`config.mk`:
```
export PLATFORM = sky130hd
export DESIGN_NAME = pipeline_ctrl
export DESIGN_NICKNAME = d
export VERILOG_FILES = /design/src/rtl/pipeline_ctrl.sv
export SDC_FILE = /design/constraint.sdc
export NUM_CORES = 1
export LEC_CHECK = 0
export CORE_ASPECT_RATIO = 1.75
export CORE_MARGIN = 4
export CORE_UTILIZATION = 48
export DETAILED_ROUTE_END_ITERATION = 10
export PLACE_DENSITY = 0.85
export SLEW_MARGIN = 20
export SYNTH_ARGS = -nofsm -noshare
export SYNTH_HDL_FRONTEND = slang
export SYNTH_SLANG_ARGS = --single-unit
```
`constraint.sdc`:
```
create_clock -name clk -period 9.1 [get_ports clk]
set_input_delay 2.73 -clock clk [delete_from_list [all_inputs] [get_ports clk]]
set_output_delay 2.73 -clock clk [all_outputs]
set_load 0.02 [all_outputs]
```
`src/rtl/pipeline_ctrl.sv`:
```
// Stall/flush sequencer for the 5-stage pipeline: per-register enables/clears,
// PC enable, HLT drain sequencing and a saturating stall-cycle counter.
module pipeline_ctrl #(
  parameter int REG_BITS = 4,
  parameter int CNT_BITS = 16
) (
  input  logic                clk,
  input  logic                rst,
  input  logic [REG_BITS-1:0] id_rs,
  input  logic [REG_BITS-1:0] id_rt,
  input  logic                id_uses_rs,
  input  logic                id_uses_rt,
  input  logic                ex_memrd,
  input  logic [REG_BITS-1:0] ex_rd,
  input  logic                br_taken,
  input  logic                i_stall,
  input  logic                d_stall,
  input  logic                id_halt,
  output logic                pc_wren,
  output logic                ifid_wren,
  output logic                ifid_clr,
  output logic                idex_wren,
  output logic                idex_clr,
  output logic                exmem_wren,
  output logic                exmem_clr,
  output logic                memwb_wren,
  output logic                memwb_clr,
  output logic                halted,
  output logic [CNT_BITS-1:0] stall_cnt
);

  typedef enum logic [1:0] {
    RUN    = 2'd0,
    DRAIN  = 2'd1,
    HALTED = 2'd2
  } state_t;

  state_t              state_r;
  logic [1:0]          dcnt_r;
  logic [CNT_BITS-1:0] stall_cnt_r;
  logic                lu_s;
  logic                stall_evt_s;
  logic                pc_wren_s, ifid_wren_s, ifid_clr_s, idex_wren_s, idex_clr_s;
  logic                exmem_wren_s, exmem_clr_s, memwb_wren_s, memwb_clr_s, halted_s;

  // Load-use hazard against the load in EX; register 0 never hazards
  assign lu_s = ex_memrd && (ex_rd != {REG_BITS{1'b0}}) &&
                ((id_uses_rs && (id_rs == ex_rd)) || (id_uses_rt && (id_rt == ex_rd)));

  // Control decode from state and current-cycle hazard inputs
  always_comb begin
    pc_wren_s    = 1'b1;
    ifid_wren_s  = 1'b1;
    ifid_clr_s   = 1'b0;
    idex_wren_s  = 1'b1;
    idex_clr_s   = 1'b0;
    exmem_wren_s = 1'b1;
    exmem_clr_s  = 1'b0;
    memwb_wren_s = 1'b1;
    memwb_clr_s  = 1'b0;
    halted_s     = 1'b0;
    stall_evt_s  = 1'b0;
    if (!rst) begin
      pc_wren_s    = 1'b0;
      ifid_wren_s  = 1'b0;
      idex_wren_s  = 1'b0;
      exmem_wren_s = 1'b0;
      memwb_wren_s = 1'b0;
    end else begin
      case (state_r)
        RUN: begin
          if (d_stall) begin
            pc_wren_s    = 1'b0;
            ifid_wren_s  = 1'b0;
            idex_wren_s  = 1'b0;
            exmem_wren_s = 1'b0;
            memwb_clr_s  = 1'b1;
            stall_evt_s  = 1'b1;
          end else if (lu_s) begin
            pc_wren_s   = 1'b0;
            ifid_wren_s = 1'b0;
            idex_clr_s  = 1'b1;
            stall_evt_s = 1'b1;
          end else if (id_halt) begin
            pc_wren_s  = 1'b0;
            ifid_clr_s = 1'b1;
          end else if (br_taken) begin
            ifid_clr_s = 1'b1;
          end else if (i_stall) begin
            pc_wren_s   = 1'b0;
            ifid_clr_s  = 1'b1;
            stall_evt_s = 1'b1;
          end else begin
            stall_evt_s = 1'b0;
          end
        end
        DRAIN: begin
          pc_wren_s  = 1'b0;
          ifid_clr_s = 1'b1;
          if (d_stall) begin
            ifid_wren_s  = 1'b0;
            idex_wren_s  = 1'b0;
            exmem_wren_s = 1'b0;
            memwb_clr_s  = 1'b1;
          end else begin
            ifid_wren_s = 1'b1;
          end
        end
        HALTED: begin
          pc_wren_s    = 1'b0;
          ifid_wren_s  = 1'b0;
          idex_wren_s  = 1'b0;
          exmem_wren_s = 1'b0;
          memwb_wren_s = 1'b0;
          halted_s     = 1'b1;
        end
        default: begin
          pc_wren_s    = 1'b0;
          ifid_wren_s  = 1'b0;
          idex_wren_s  = 1'b0;
          exmem_wren_s = 1'b0;
          memwb_wren_s = 1'b0;
        end
      endcase
    end
  end

  // Sequencer state and drain countdown; d_stall freezes the drain
  always_ff @(posedge clk or negedge rst) begin
    if (!rst) begin
      state_r <= RUN;
      dcnt_r  <= 2'd0;
    end else begin
      case (state_r)
        RUN: begin
          if (!d_stall && !lu_s && id_halt) begin
            state_r <= DRAIN;
            dcnt_r  <= 2'd3;
          end
        end
        DRAIN: begin
          if (!d_stall) begin
            dcnt_r <= dcnt_r - 2'd1;
            if (dcnt_r == 2'd1) begin
              state_r <= HALTED;
            end
          end
        end
        HALTED: begin
          state_r <= HALTED;
        end
        default: begin
          state_r <= RUN;
          dcnt_r  <= 2'd0;
        end
      endcase
    end
  end

  // Saturating count of RUN-state stall cycles
  always_ff @(posedge clk or negedge rst) begin
    if (!rst) begin
      stall_cnt_r <= {CNT_BITS{1'b0}};
    end else if (stall_evt_s && (stall_cnt_r != {CNT_BITS{1'b1}})) begin
      stall_cnt_r <= stall_cnt_r + {{(CNT_BITS-1){1'b0}}, 1'b1};
    end
  end

  assign pc_wren    = pc_wren_s;
  assign ifid_wren  = ifid_wren_s;
  assign ifid_clr   = ifid_clr_s;
  assign idex_wren  = idex_wren_s;
  assign idex_clr   = idex_clr_s;
  assign exmem_wren = exmem_wren_s;
  assign exmem_clr  = exmem_clr_s;
  assign memwb_wren = memwb_wren_s;
  assign memwb_clr  = memwb_clr_s;
  assign halted     = halted_s;
  assign stall_cnt  = stall_cnt_r;

endmodule

```
== Word level (Yosys, flattened, before mapping) ==
Index checks and enable logic that the tools add are counted.
Storage, ports and cells
  register bits after elaboration: 20
  output and inout port bits: 26
Cells by class
  bitwise logic cells: 1
  equality and inequality tests: 9
  reductions and logical operators: 15
  $add $sub $neg: 2
  mux-type cells: 45
Operator list (number)
  $mux 1: 36
  $add 16x1->16 const B: 1
  $ne 16x16->1 const B: 1
  $pmux 2 s3: 2
  $mux 2: 5
  $eq 4x4->1: 2
  $logic_and 1x1->1: 7
  $ne 2x2->1 const B: 3
  $reduce_and 3->1: 2
  $eq 2x1->1 const B: 2
  $pmux 1 s2: 2
  $reduce_bool 4->1: 1
  $eq 2x2->1 const B: 1
  $logic_not 1->1: 2
  $logic_not 2->1: 1
  $reduce_or 2->1: 1
  $sub 2x1->2 const B: 1
  $logic_or 1x1->1: 1
  $not 1->1: 1

== Depth between registers and ports, before layout ==
  depth after elaboration: 9
  mapped depth: 7
  gate-level depth less buffers: 7

== Worst setup path before layout ==
Ideal clock, no wire load.
  path type: input -> output
  from: input ex_rd[0]
  to: output pc_wren
  slack: 1.485 ns
  path buffers: 0
  arrival: 4.885 ns
  cell stages on the path: 5
  cells stage by stage: o41a_1 nand3_2 nor4_4 or3_2 a2111oi_0
Between the ends
  cells in the longest elaborated chain, start to end: 8
Ends and longest elaborated chain
  from (decl): RTL line 14  | input logic [REG_BITS-1:0] ex_rd,
  $eq 4x4->1: RTL line 48  | ((id_uses_rs && (id_rs == ex_rd)) || (id_uses_rt && (id_rt == ex_rd)));
  $logic_and 1x1->1: RTL line 48
  $logic_or 1x1->1: RTL line 48
  $logic_and 1x1->1 (*): RTL line 47  | assign lu_s = ex_memrd && (ex_rd != {REG_BITS{1'b0}}) &&
  $mux 1 (*): RTL line 79  | end else if (lu_s) begin
  $mux 1 (*): RTL line 72  | if (d_stall) begin
  $mux 1 (*): RTL line 70  | case (state_r)
  $mux 1 (*): RTL line 63  | if (!rst) begin
  to (decl): RTL line 19  | output logic pc_wren,
Mark *: on every way between the ends. The rest lies on a longest branch, timed or not.

== Worst setup path in the final report ==
Same ends and word-level chain as after synthesis.

==> key figures <==
Run status
  • Outcome: finished, final reports clean

Critical path
  • Critical Path End Type: primary output
  • Worst setup path start: ex_rd[0]
  • Worst Setup Path Type: in -> out
  • RR Startpoint: stall_cnt[8]$_DFFE_PN0P_
  • CP required: 6.37 ns
  • Critical Path AT: 5.33 ns
  • Reg2Reg Depth: 6
  • Critical Path Fanout Max: 4
  • Worst setup SP type: input pin

Pwr
  • Worst vdd ir: 0.164 mV
  • Leakage power: 0.809 nW
  • PD cells: 212 nW/um^2

Placement
  • Input/output buffers: 45
  • Inst Count DP: 202
  • GPL Wtd Cong: 0.739
  • DP HPWL: 2590 um

STA
  • Hold WS: 0.497 ns
  • Least-Margin Pin Slew: 0.800 ns
  • Total Neg Setup Slack: 0 ns
  • Slew Viols, Final: 0
  • Setup Viol. Count Final: 0
  • Max Clk Rate: 124 MHz
  • Final hold violations: 0
  • Min Tclk post-route: 8.06 ns
  • Slew margin rel.: 0.466
  • Clock skew: 0.00130 ns
  • RSZ-0062 raised after global routing: false
  • Final period util: 0.886

Clock network
  • Clock latency on the worst-skew pair: 0.25 ns
  • H-Tree Depth: 1
  • Post-CTS sizing: 0
  • Hold Buf Count CTS: 0
  • Num CTS Buffers: 3
  • Clock sinks: 20
  • CTS tree: yes
  • Clock buffer depth: 2
  • Clk pin slew, worst setup/hold paths: 0.07 ns
  • Setup repair bufs after CTS: 0
  • CTS root buf: clkbuf_8

Worst hold path
  • Hold Path Depth: 1
  • Type of the most critical hold path: reg -> reg
  • Hold path startpoint: stall_cnt[14]$_DFFE_PN0P_

Yosys
  • Mapped Cells: 134
  • Syn Nets: 160
  • Seq cells post-synth: 20
  • Yosys warns: 0
  • Synth unique cells: 36
  • Mean Syn Cell Area: 9.71 sq um
  • Mapped Area: 1300 sq um
  • Sequential share of the synthesized area: 0.385

Global route
  • First-pass GRT wire length: 5230 um
  • Global-route usage over all layers: 0.188
  • Largest net degree at the start of global routing: 27
  • GRT overflow: 0
  • Initial antenna violation count: 0
  • Vias in the first global route: 1232

Drt
  • Iteration-0 DRC count of the detailed router: 26
  • Via count: 1167
  • Final Routed Wirelength: 3260 um
  • DR DRC count: 0
  • WL/cell: 15.8 um
  • Antenna Violating Nets Remaining: 0
  • Vias/cell: 5.67
  • Drt pass-1 iters: 4

Cells and area
  • Fin util: 0.713
  • Register Area: 500 sq um
  • Area occupied by multi-input gates: 752 sq um
  • Fin cells: 206
  • Antenna Cells: 0
  • Fill count: 195
  • Final #Nets: 207
  • Layout cells sized above 1: 0.0667
  • Layout area overhead: 39.9%

Floorplan
  • Core ar.: 2550 sq um
  • Ports: 47
  • Die Y: 76.9 um
  • Die footprint: 3640 sq um
  • DIE WIDTH: 47.4 um
  • Initial Util: 0.510
  • Rows: 24

Flow run
  • Max-cap violations: 0
[worst paths after layout]
path	endpoint	slack (ns)
min in group asynchronous	stall_cnt[9]$_DFFE_PN0P_	2.82
min reg2reg	stall_cnt[14]$_DFFE_PN0P_	0.50
min	stall_cnt[14]$_DFFE_PN0P_	0.50
max in group asynchronous	stall_cnt[5]$_DFFE_PN0P_	6.05
max reg2reg	stall_cnt[15]$_DFFE_PN0P_	6.99
max	pc_wren	1.04
[synthesized netlist by cell type, drive strengths merged]
library cell	count	area [sq um]
or3	1	7.51
a21boi	2	15.0
and3	2	12.5
or4b	2	23.8
a2111oi	2	36.3
a2bb2oi	1	8.76
nor2	9	33.8
o31ai	1	7.51
o21ai	2	10.0
inv	6	22.5
nand2	10	37.5
nor3b	1	7.51
nand4	4	25.0
clkbuf	1	3.75
mux2i	1	10.0
and2	4	25.0
mux2	2	22.5
nand3	7	40.0
conb	1	3.75
ha	5	62.6
xnor2	3	26.3
a311oi	1	8.76
xor2	20	175
dfrtp	20	500
or2	1	6.26
o41a	1	11.3
buf	3	22.5
nor3	11	55.1
a21oi	5	25.0
nor4	4	46.3
o22a	1	8.76
[power breakdown]
| part | switching (W) | internal [W] | total, W |
|---|---|---|---|
| logic | 0.0000996 | 0.0000887 | 0.000188 |
| registers | 0.0000218 | 0.000110 | 0.000132 |
| clock network | 0.0000280 | 0.0000384 | 0.0000664 |
[layer usage]
metal  vias to the layer above  track usage  wire, um
li1                        561            -         -
met1                       549        0.199      1140
met2                        53        0.355      1790
met3                         4       0.0328       301
met4                         0       0.0388        23
met5                         -            0         0
[through the flow]
stage	power (W)	cell area (sq um)	worst slack, ns
6_report	0.000386	1820	1.04
4_1_cts	0.000390	1820	1.02
3_3_place_gp	0.000310	1770	1.06
5_1_grt	0.000417	1820	0.910
2_1_floorplan	0.000245	1300	1.49
3_5_place_dp	0.000323	1770	1.02
[flip-flops by register name, indices dropped and copies added, names as in the netlist]
signal	count
state_r	2
dcnt_r	2
stall_cnt	16
[layout by cell type (no fill, tap or decap), types with 5 or more instances in the layout]
| master | Yosys | layout |
|---|---|---|
| xor2_1 | 20 | 20 |
| nor3_1 | 11 | 11 |
| nand2_1 | 10 | 10 |
| inv_1 | 6 | 6 |
| dfrtp_1 | 20 | 20 |
| a21oi_1 | 5 | 5 |
| nand3_1 | 6 | 6 |
| nor2_1 | 9 | 9 |
| ha_1 | 5 | 5 |
| clkdlybuf4s50_1 | 0 | 45 |
[layout make-up]
type                            count  area share
Multi-Input combinational cell    104       0.413
Inverter                            6      0.0124
Tap cell                           26      0.0179
Timing Repair Buffer               46       0.252
Sequential cell                    20       0.275
Clock buffer                        4      0.0302
[cells by family after synthesis]
| group | after synthesis | share of synthesized area |
|---|---|---|
| simple gates | 56 | 0.246 |
| fa+ha+maj | 5 | 0.0481 |
| mux | 3 | 0.0250 |
| flops | 20 | 0.385 |
| other cells | 1 | 0.00288 |
| compound gates | 16 | 0.101 |
| buf+inv | 10 | 0.0375 |
| xor+xnor | 23 | 0.155 |
[worst max-delay path: stages]
cell and delay, ns:
clkdlybuf4s50_1 0.47, o41a_1 0.47, nand3_2 0.11, nor4_4 0.05, or3_2 0.47, a2111oi_0 0.35
clkdlybuf4s50_1 0.68
No activity file was read; power rests on OpenSTA's default activity.
